`config.mk`:
```
export PLATFORM = sky130hd
export DESIGN_NAME = flag_branch_unit_flat
export DESIGN_NICKNAME = d
export VERILOG_FILES = /design/src/rtl/flag_branch_unit_if.sv /design/src/rtl/flag_branch_unit.sv /design/src/flat_wrapper.sv
export SDC_FILE = /design/constraint.sdc
export NUM_CORES = 1
export LEC_CHECK = 0
export ABC_AREA = 1
export BUFFER_PORTS_ARGS = -buffer_cell sky130_fd_sc_hd__buf_2
export CAP_MARGIN = 10
export CORE_MARGIN = 2
export CORE_UTILIZATION = 45
export CTS_CLUSTER_DIAMETER = 30
export DETAILED_ROUTE_END_ITERATION = 8
export GPL_TIMING_DRIVEN = 0
export PLACE_DENSITY_LB_ADDON = 0.1
export SYNTH_ARGS = -nofsm -noshare
export SYNTH_HDL_FRONTEND = slang
export SYNTH_SLANG_ARGS = --single-unit
export TNS_END_PERCENT = 5
```
`constraint.sdc`:
```
create_clock -name clk -period 4.7 [get_ports clk]
set_input_delay 0.235 -clock clk [delete_from_list [all_inputs] [get_ports clk]]
set_output_delay 0.235 -clock clk [all_outputs]
set_load 0.05 [all_outputs]
```
`src/rtl/flag_branch_unit_if.sv`:
```
// EX-stage flag/branch bundle between the pipeline and the flag/branch unit.
// Pipeline side drives requests; the unit returns CCR and redirect state.
interface flag_branch_unit_if #(
    parameter int N     = 16,
    parameter int CNT_W = 16
);
    logic             stall;
    logic             flush;
    logic             flag_we;
    logic             alu_carry;
    logic             alu_zero;
    logic             alu_neg;
    logic             setc;
    logic             clrc;
    logic             br_valid;
    logic [1:0]       br_type;
    logic [N-1:0]     br_target;
    logic             int_save;
    logic             rti_restore;
    logic [2:0]       ccr;
    logic             br_taken;
    logic [N-1:0]     br_pc;
    logic             pipe_flush;
    logic             in_isr;
    logic             err;
    logic [CNT_W-1:0] br_count;

    modport master (
        output stall, flush, flag_we, alu_carry, alu_zero, alu_neg,
        output setc, clrc, br_valid, br_type, br_target,
        output int_save, rti_restore,
        input  ccr, br_taken, br_pc, pipe_flush, in_isr, err, br_count
    );

    modport slave (
        input  stall, flush, flag_we, alu_carry, alu_zero, alu_neg,
        input  setc, clrc, br_valid, br_type, br_target,
        input  int_save, rti_restore,
        output ccr, br_taken, br_pc, pipe_flush, in_isr, err, br_count
    );
endinterface

```
`src/rtl/flag_branch_unit.sv`:
```
// Condition-code register, conditional jump resolve and redirect,
// with a single-level interrupt shadow of the CCR.
module flag_branch_unit #(
    parameter int N     = 16,
    parameter int CNT_W = 16
) (
    input logic clk,
    input logic rst_n,
    flag_branch_unit_if.slave bus
);
    typedef enum logic {RUN, ISR} state_t;

    state_t           state_q, state_d;
    logic [2:0]       ccr_q, ccr_d;
    logic [2:0]       shadow_q, shadow_d;
    logic             taken_q, taken_d;
    logic [N-1:0]     pc_q, pc_d;
    logic             err_q, err_d;
    logic [CNT_W-1:0] cnt_q, cnt_d;

    logic we, bv, sc, cc, cond, taken;

    always_comb begin
        we = bus.flag_we  & ~bus.flush;
        bv = bus.br_valid & ~bus.flush;
        sc = bus.setc     & ~bus.flush;
        cc = bus.clrc     & ~bus.flush;

        cond = 1'b0;
        unique case (bus.br_type)
            2'd0: cond = ccr_q[0];
            2'd1: cond = ccr_q[1];
            2'd2: cond = ccr_q[2];
            2'd3: cond = 1'b1;
        endcase
        taken = bv & cond;

        state_d  = state_q;
        shadow_d = shadow_q;
        err_d    = err_q;
        ccr_d    = ccr_q;

        // Layer updates lowest priority first so later writes win.
        if (we && !bv)
            ccr_d = {bus.alu_carry, bus.alu_neg, bus.alu_zero};
        if (sc ^ cc)
            ccr_d[2] = sc;
        if (taken) begin
            unique case (bus.br_type)
                2'd0: ccr_d[0] = 1'b0;
                2'd1: ccr_d[1] = 1'b0;
                2'd2: ccr_d[2] = 1'b0;
                2'd3: ;
            endcase
        end

        if (bus.int_save && bus.rti_restore) begin
            err_d = 1'b1;
        end else if (bus.int_save) begin
            if (state_q == RUN) begin
                shadow_d = ccr_q;
                state_d  = ISR;
            end else begin
                err_d = 1'b1;
            end
        end else if (bus.rti_restore) begin
            if (state_q == ISR) begin
                ccr_d   = shadow_q;
                state_d = RUN;
            end else begin
                err_d = 1'b1;
            end
        end

        if (sc && cc) err_d = 1'b1;
        if (we && bv) err_d = 1'b1;

        taken_d = taken;
        pc_d    = taken ? bus.br_target : pc_q;
        cnt_d   = cnt_q + CNT_W'(taken);
    end

    always_ff @(posedge clk or negedge rst_n) begin
        if (!rst_n) begin
            state_q  <= RUN;
            ccr_q    <= '0;
            shadow_q <= '0;
            taken_q  <= 1'b0;
            pc_q     <= '0;
            err_q    <= 1'b0;
            cnt_q    <= '0;
        end else if (bus.stall) begin
            taken_q  <= 1'b0;
        end else begin
            state_q  <= state_d;
            ccr_q    <= ccr_d;
            shadow_q <= shadow_d;
            taken_q  <= taken_d;
            pc_q     <= pc_d;
            err_q    <= err_d;
            cnt_q    <= cnt_d;
        end
    end

    assign bus.ccr        = ccr_q;
    assign bus.br_taken   = taken_q;
    assign bus.pipe_flush = taken_q;
    assign bus.br_pc      = pc_q;
    assign bus.in_isr     = (state_q == ISR);
    assign bus.err        = err_q;
    assign bus.br_count   = cnt_q;
endmodule

```
`src/flat_wrapper.sv`:
```
// flat-port wrapper written by rule: the top's interface ports become plain ports
module flag_branch_unit_flat 
#(
    parameter int N     = 16,
    parameter int CNT_W = 16
)
  (clk, rst_n, bus_stall, bus_flush, bus_flag_we, bus_alu_carry, bus_alu_zero, bus_alu_neg, bus_setc, bus_clrc, bus_br_valid, bus_br_type, bus_br_target, bus_int_save, bus_rti_restore, bus_ccr, bus_br_taken, bus_br_pc, bus_pipe_flush, bus_in_isr, bus_err, bus_br_count);
  flag_branch_unit_if #(.N(N), .CNT_W(CNT_W)) bus_i ();
  input logic clk;
  input logic rst_n;
  input wire logic [$bits(bus_i.stall)-1:0] bus_stall;
  input wire logic [$bits(bus_i.flush)-1:0] bus_flush;
  input wire logic [$bits(bus_i.flag_we)-1:0] bus_flag_we;
  input wire logic [$bits(bus_i.alu_carry)-1:0] bus_alu_carry;
  input wire logic [$bits(bus_i.alu_zero)-1:0] bus_alu_zero;
  input wire logic [$bits(bus_i.alu_neg)-1:0] bus_alu_neg;
  input wire logic [$bits(bus_i.setc)-1:0] bus_setc;
  input wire logic [$bits(bus_i.clrc)-1:0] bus_clrc;
  input wire logic [$bits(bus_i.br_valid)-1:0] bus_br_valid;
  input wire logic [$bits(bus_i.br_type)-1:0] bus_br_type;
  input wire logic [$bits(bus_i.br_target)-1:0] bus_br_target;
  input wire logic [$bits(bus_i.int_save)-1:0] bus_int_save;
  input wire logic [$bits(bus_i.rti_restore)-1:0] bus_rti_restore;
  output wire logic [$bits(bus_i.ccr)-1:0] bus_ccr;
  output wire logic [$bits(bus_i.br_taken)-1:0] bus_br_taken;
  output wire logic [$bits(bus_i.br_pc)-1:0] bus_br_pc;
  output wire logic [$bits(bus_i.pipe_flush)-1:0] bus_pipe_flush;
  output wire logic [$bits(bus_i.in_isr)-1:0] bus_in_isr;
  output wire logic [$bits(bus_i.err)-1:0] bus_err;
  output wire logic [$bits(bus_i.br_count)-1:0] bus_br_count;
  assign bus_i.stall = bus_stall;
  assign bus_i.flush = bus_flush;
  assign bus_i.flag_we = bus_flag_we;
  assign bus_i.alu_carry = bus_alu_carry;
  assign bus_i.alu_zero = bus_alu_zero;
  assign bus_i.alu_neg = bus_alu_neg;
  assign bus_i.setc = bus_setc;
  assign bus_i.clrc = bus_clrc;
  assign bus_i.br_valid = bus_br_valid;
  assign bus_i.br_type = bus_br_type;
  assign bus_i.br_target = bus_br_target;
  assign bus_i.int_save = bus_int_save;
  assign bus_i.rti_restore = bus_rti_restore;
  assign bus_ccr = bus_i.ccr;
  assign bus_br_taken = bus_i.br_taken;
  assign bus_br_pc = bus_i.br_pc;
  assign bus_pipe_flush = bus_i.pipe_flush;
  assign bus_in_isr = bus_i.in_isr;
  assign bus_err = bus_i.err;
  assign bus_br_count = bus_i.br_count;
  flag_branch_unit #(.N(N), .CNT_W(CNT_W)) u_core (.clk(clk), .rst_n(rst_n), .bus(bus_i));
endmodule
```
==> results.yml <==
run_status:
  outcome: "finished, final reports clean"
power_and_ir_drop:
  p_per_area_nw_per_um2: 422.2
  switching_share_pct: 43.22
  p_int_mw: 0.6124
  p_leak_nw: 1.518
  seqPwrFrac_pct: 42.4
  pwr-share-clk_pct: 21.0
  comb_power_share_pct: 36.6
  ir_worst_vdd_mv: 0.2979
  switchingPower_mw: 0.4662
logic_synthesis:
  syn-instance-count: 255
  ys_types: 23
  synth.largest_area_cell: "dfrtp_1"
  syn_nets: 291
  ys_seq_elements: 41
  syn_area_um2: 2057
  syn_area_per_cell_um2: 8.067
  ys_warn_count: 0
  seq_area_frac_synth_pct: 49.88
  synth_top_area_share_pct: 49.88
  synth.area.top_cells: "dfrtp_1 (50%), nand2_1 (14%), inv_1 (6.4%)"
die:
  ios: 70
  die_h_um: 71.61
  rows: 24
  die_w_um: 71.61
  initial_core_util_pct: 46.92
  core_um2: 4384
  dieArea_um2: 5128
sta:
  rsz0062_at_grt: "no"
  finalClockSkew_ns: 0.003250
  min_period_ns: 1.959
  worst_pin_slew_ns: 0.9007
  setup-violations-final: 0
  setup_tns_ns: 0
  layout_setup_ws_ns: 2.741
  period_share_pct: 41.69
  fmax_ghz: 0.5104
  max_slew_margin_pct: 39.95
  drv_slew: 0
  hold_viol: 0
job:
  drv_cap: 0
detailed_routing:
  drt_iter0_drc: 51
  totalWireLength_mm: 4.274
  detail-route-antenna-nets: 0
  detail_route.wl_per_cell_um: 11.13
  via_per_inst: 4.604
  firstDrtPassIters: 4
  route.detailed.drc: 0
  vias: 1768
worst_setup_path:
  startpoint: "u_core.bus.ccr[2]$_DFFE_PN0N_"
  crit_arrival_ns: 2.18
  cp_max_fo: 10
  start_kind: "flip-flop"
  cp.required_ns: 4.92
  end_kind: "flip-flop"
  worstReg2RegStart: "u_core.bus.ccr[2]$_DFFE_PN0N_"
  critPathKind: "flip-flop to flip-flop"
global_route:
  grt_first_pass_wirelength_mm: 7.320
  grt_pass1_vias: 1629
  grt_use_total_pct: 18.17
  antenna_found_initial: 0
  grt_max_degree: 42
  grt_overflow: 0
cts:
  ctsHoldBuffers: 0
  insertion_delay_ns: 0.29
  clkSinkCount: 41
  post_cts_buffers: 0
  numCtsBuffers: 5
  cts_tree: "done"
  cts_max_level: 2
  clk_path_buf_depth: 2
  cts_root_buffer: "clkbuf_8"
  cts_resized: 0
  clkTransAtPathRegs_ns: 0.08
cells_and_area:
  seq_area_um2: 1026
  num-nets-final: 367
  drive_gt1_share_pct: 25.90
  diodes: 0
  multi_input_area_um2: 853.3
  final.fill_count: 429
  fin_area_um2: 2555
  instances_no_fill: 384
  syn_to_final_growth_pct: 24.21
placed_design:
  dp_hpwl_mm: 3.124
  dpl_cell_area_um2: 2467
  port_buffers: 69
  dpl.cell_count: 376
  pre_cts_slack_ns: 2.698
  gp_congestion: 0.7612
hold_path:
  hold_path_class: "input pin to async pin"
==> cell usage after synthesis (all sizes together) <==
library cell and number:
nand4 5, o21ai 25, nand2 79, clkbuf 1, a21oi 3, nor2 27, nand3 11, xnor2 1
a31oi 1, xor2 12, or2 1, nor3 1, inv 36, o31ai 1, ha 5, dfrtp 41
buf 5
==> path summary, 6_finish.rpt <==
check,slack [ns],endpoint,cells past startpoint
setup / recovery,2.74,u_core.bus.br_count[10]$_DFFE_PN0N_,13
hold / removal,0.07,u_core.bus.ccr[2]$_DFFE_PN0N_,1
setup reg to reg,2.74,u_core.bus.br_count[10]$_DFFE_PN0N_,13
hold reg to reg,0.46,u_core.bus.err$_DFFE_PN0P_,1
max in group asynchronous,4.07,u_core.bus.br_count[7]$_DFFE_PN0N_,1
min in group clk,0.14,u_core.bus.br_pc[5]$_DFFE_PN0P_,3
==> critical path, cell delays in order (launching register included) <==
cell	delay [ns]
dfrtp_1	0.40
nand2_1	0.07
nand2_1	0.05
nand2_1	0.04
nand2_1	0.11
nand2_4	0.11
inv_1	0.10
ha_1	0.17
ha_1	0.18
nand3_2	0.14
nor2_4	0.17
nand2_1	0.08
nor2_1	0.12
xor2_1	0.15
==> layout by cell type (no fill, tap or decap), types with 2 or more instances in the layout <==
cell        netlist  final
nand2_1          78     78
buf_2             1     70
dfrtp_1          41     41
inv_1            35     35
nor2_1           25     25
o21ai_0          25     25
xor2_1           12     12
nand3_1          10     10
nand4_1           5      5
ha_1              5      5
clkbuf_8          0      5
buf_4             3      3
a21oi_1           3      3
nor2_4            2      2
clkbuf_1          1      2
clkinvlp_4        0      2
==> per-layer routing <==
metal	part of all wire, %	vias up	track usage [%]
li1	-	942	-
met1	48	777	24.63
met2	45	47	27.98
met3	6.1	2	5.345
met4	0.89	0	6.289
met5	0	-	0
==> sequential cells by signal, summed over array words and instances, names as in the netlist <==
signal,cells
u_core.bus.br_taken,1
u_core.bus.ccr,3
u_core.bus.br_count,16
u_core.bus.in_isr,1
u_core.shadow_q,3
u_core.bus.err,1
u_core.bus.br_pc,16
==> cell families (layout without fill, tap and decap cells) <==
kind of cell / count (synthesis) / count (layout) / share of synthesized area (%)
flip-flops: 41 / 41 / 49.88
buffers and inverters: 42 / 119 / 8.637
XOR/XNOR: 13 / 13 / 5.535
AND/OR/NAND/NOR: 124 / 124 / 25.43
adder cells (fa/ha/maj): 5 / 5 / 3.041
AO/OA/AOI/OAI: 30 / 30 / 7.482
==> area by class of cell <==
type / instances / share of cell area, %
flip-flops and latches: 41 / 40.16
multi-input cells: 172 / 33.40
repair buffers: 69 / 13.52
inverters: 36 / 5.289
clock buffers: 6 / 2.840
well taps: 52 / 2.547
plain buffers: 6 / 1.665
clock inverters: 2 / 0.5877
==> power by group through the flow <==
stage                     sequential [mW]  combinational (mW)  clock [mW]
after floorplan                     0.660              0.0938           0
after global placement              0.464               0.393           0
after detailed placement            0.463               0.399           0
after CTS                           0.459               0.399       0.235
after global routing                0.468               0.427       0.248
final                               0.457               0.394       0.227
==> stage by stage <==
step	hold slack (ns)	power [mW]	util, %
4_1_cts	0.1089	1.092	58.28
5_1_grt	0.1333	1.143	58.28
6_report	0.07162	1.079	58.28
3_3_place_gp	0.4266	0.8569	56.28
2_1_floorplan	-0.06059	0.7539	-
3_5_place_dp	0.4334	0.8626	56.28
No activity file was read; power rests on OpenSTA's default activity.
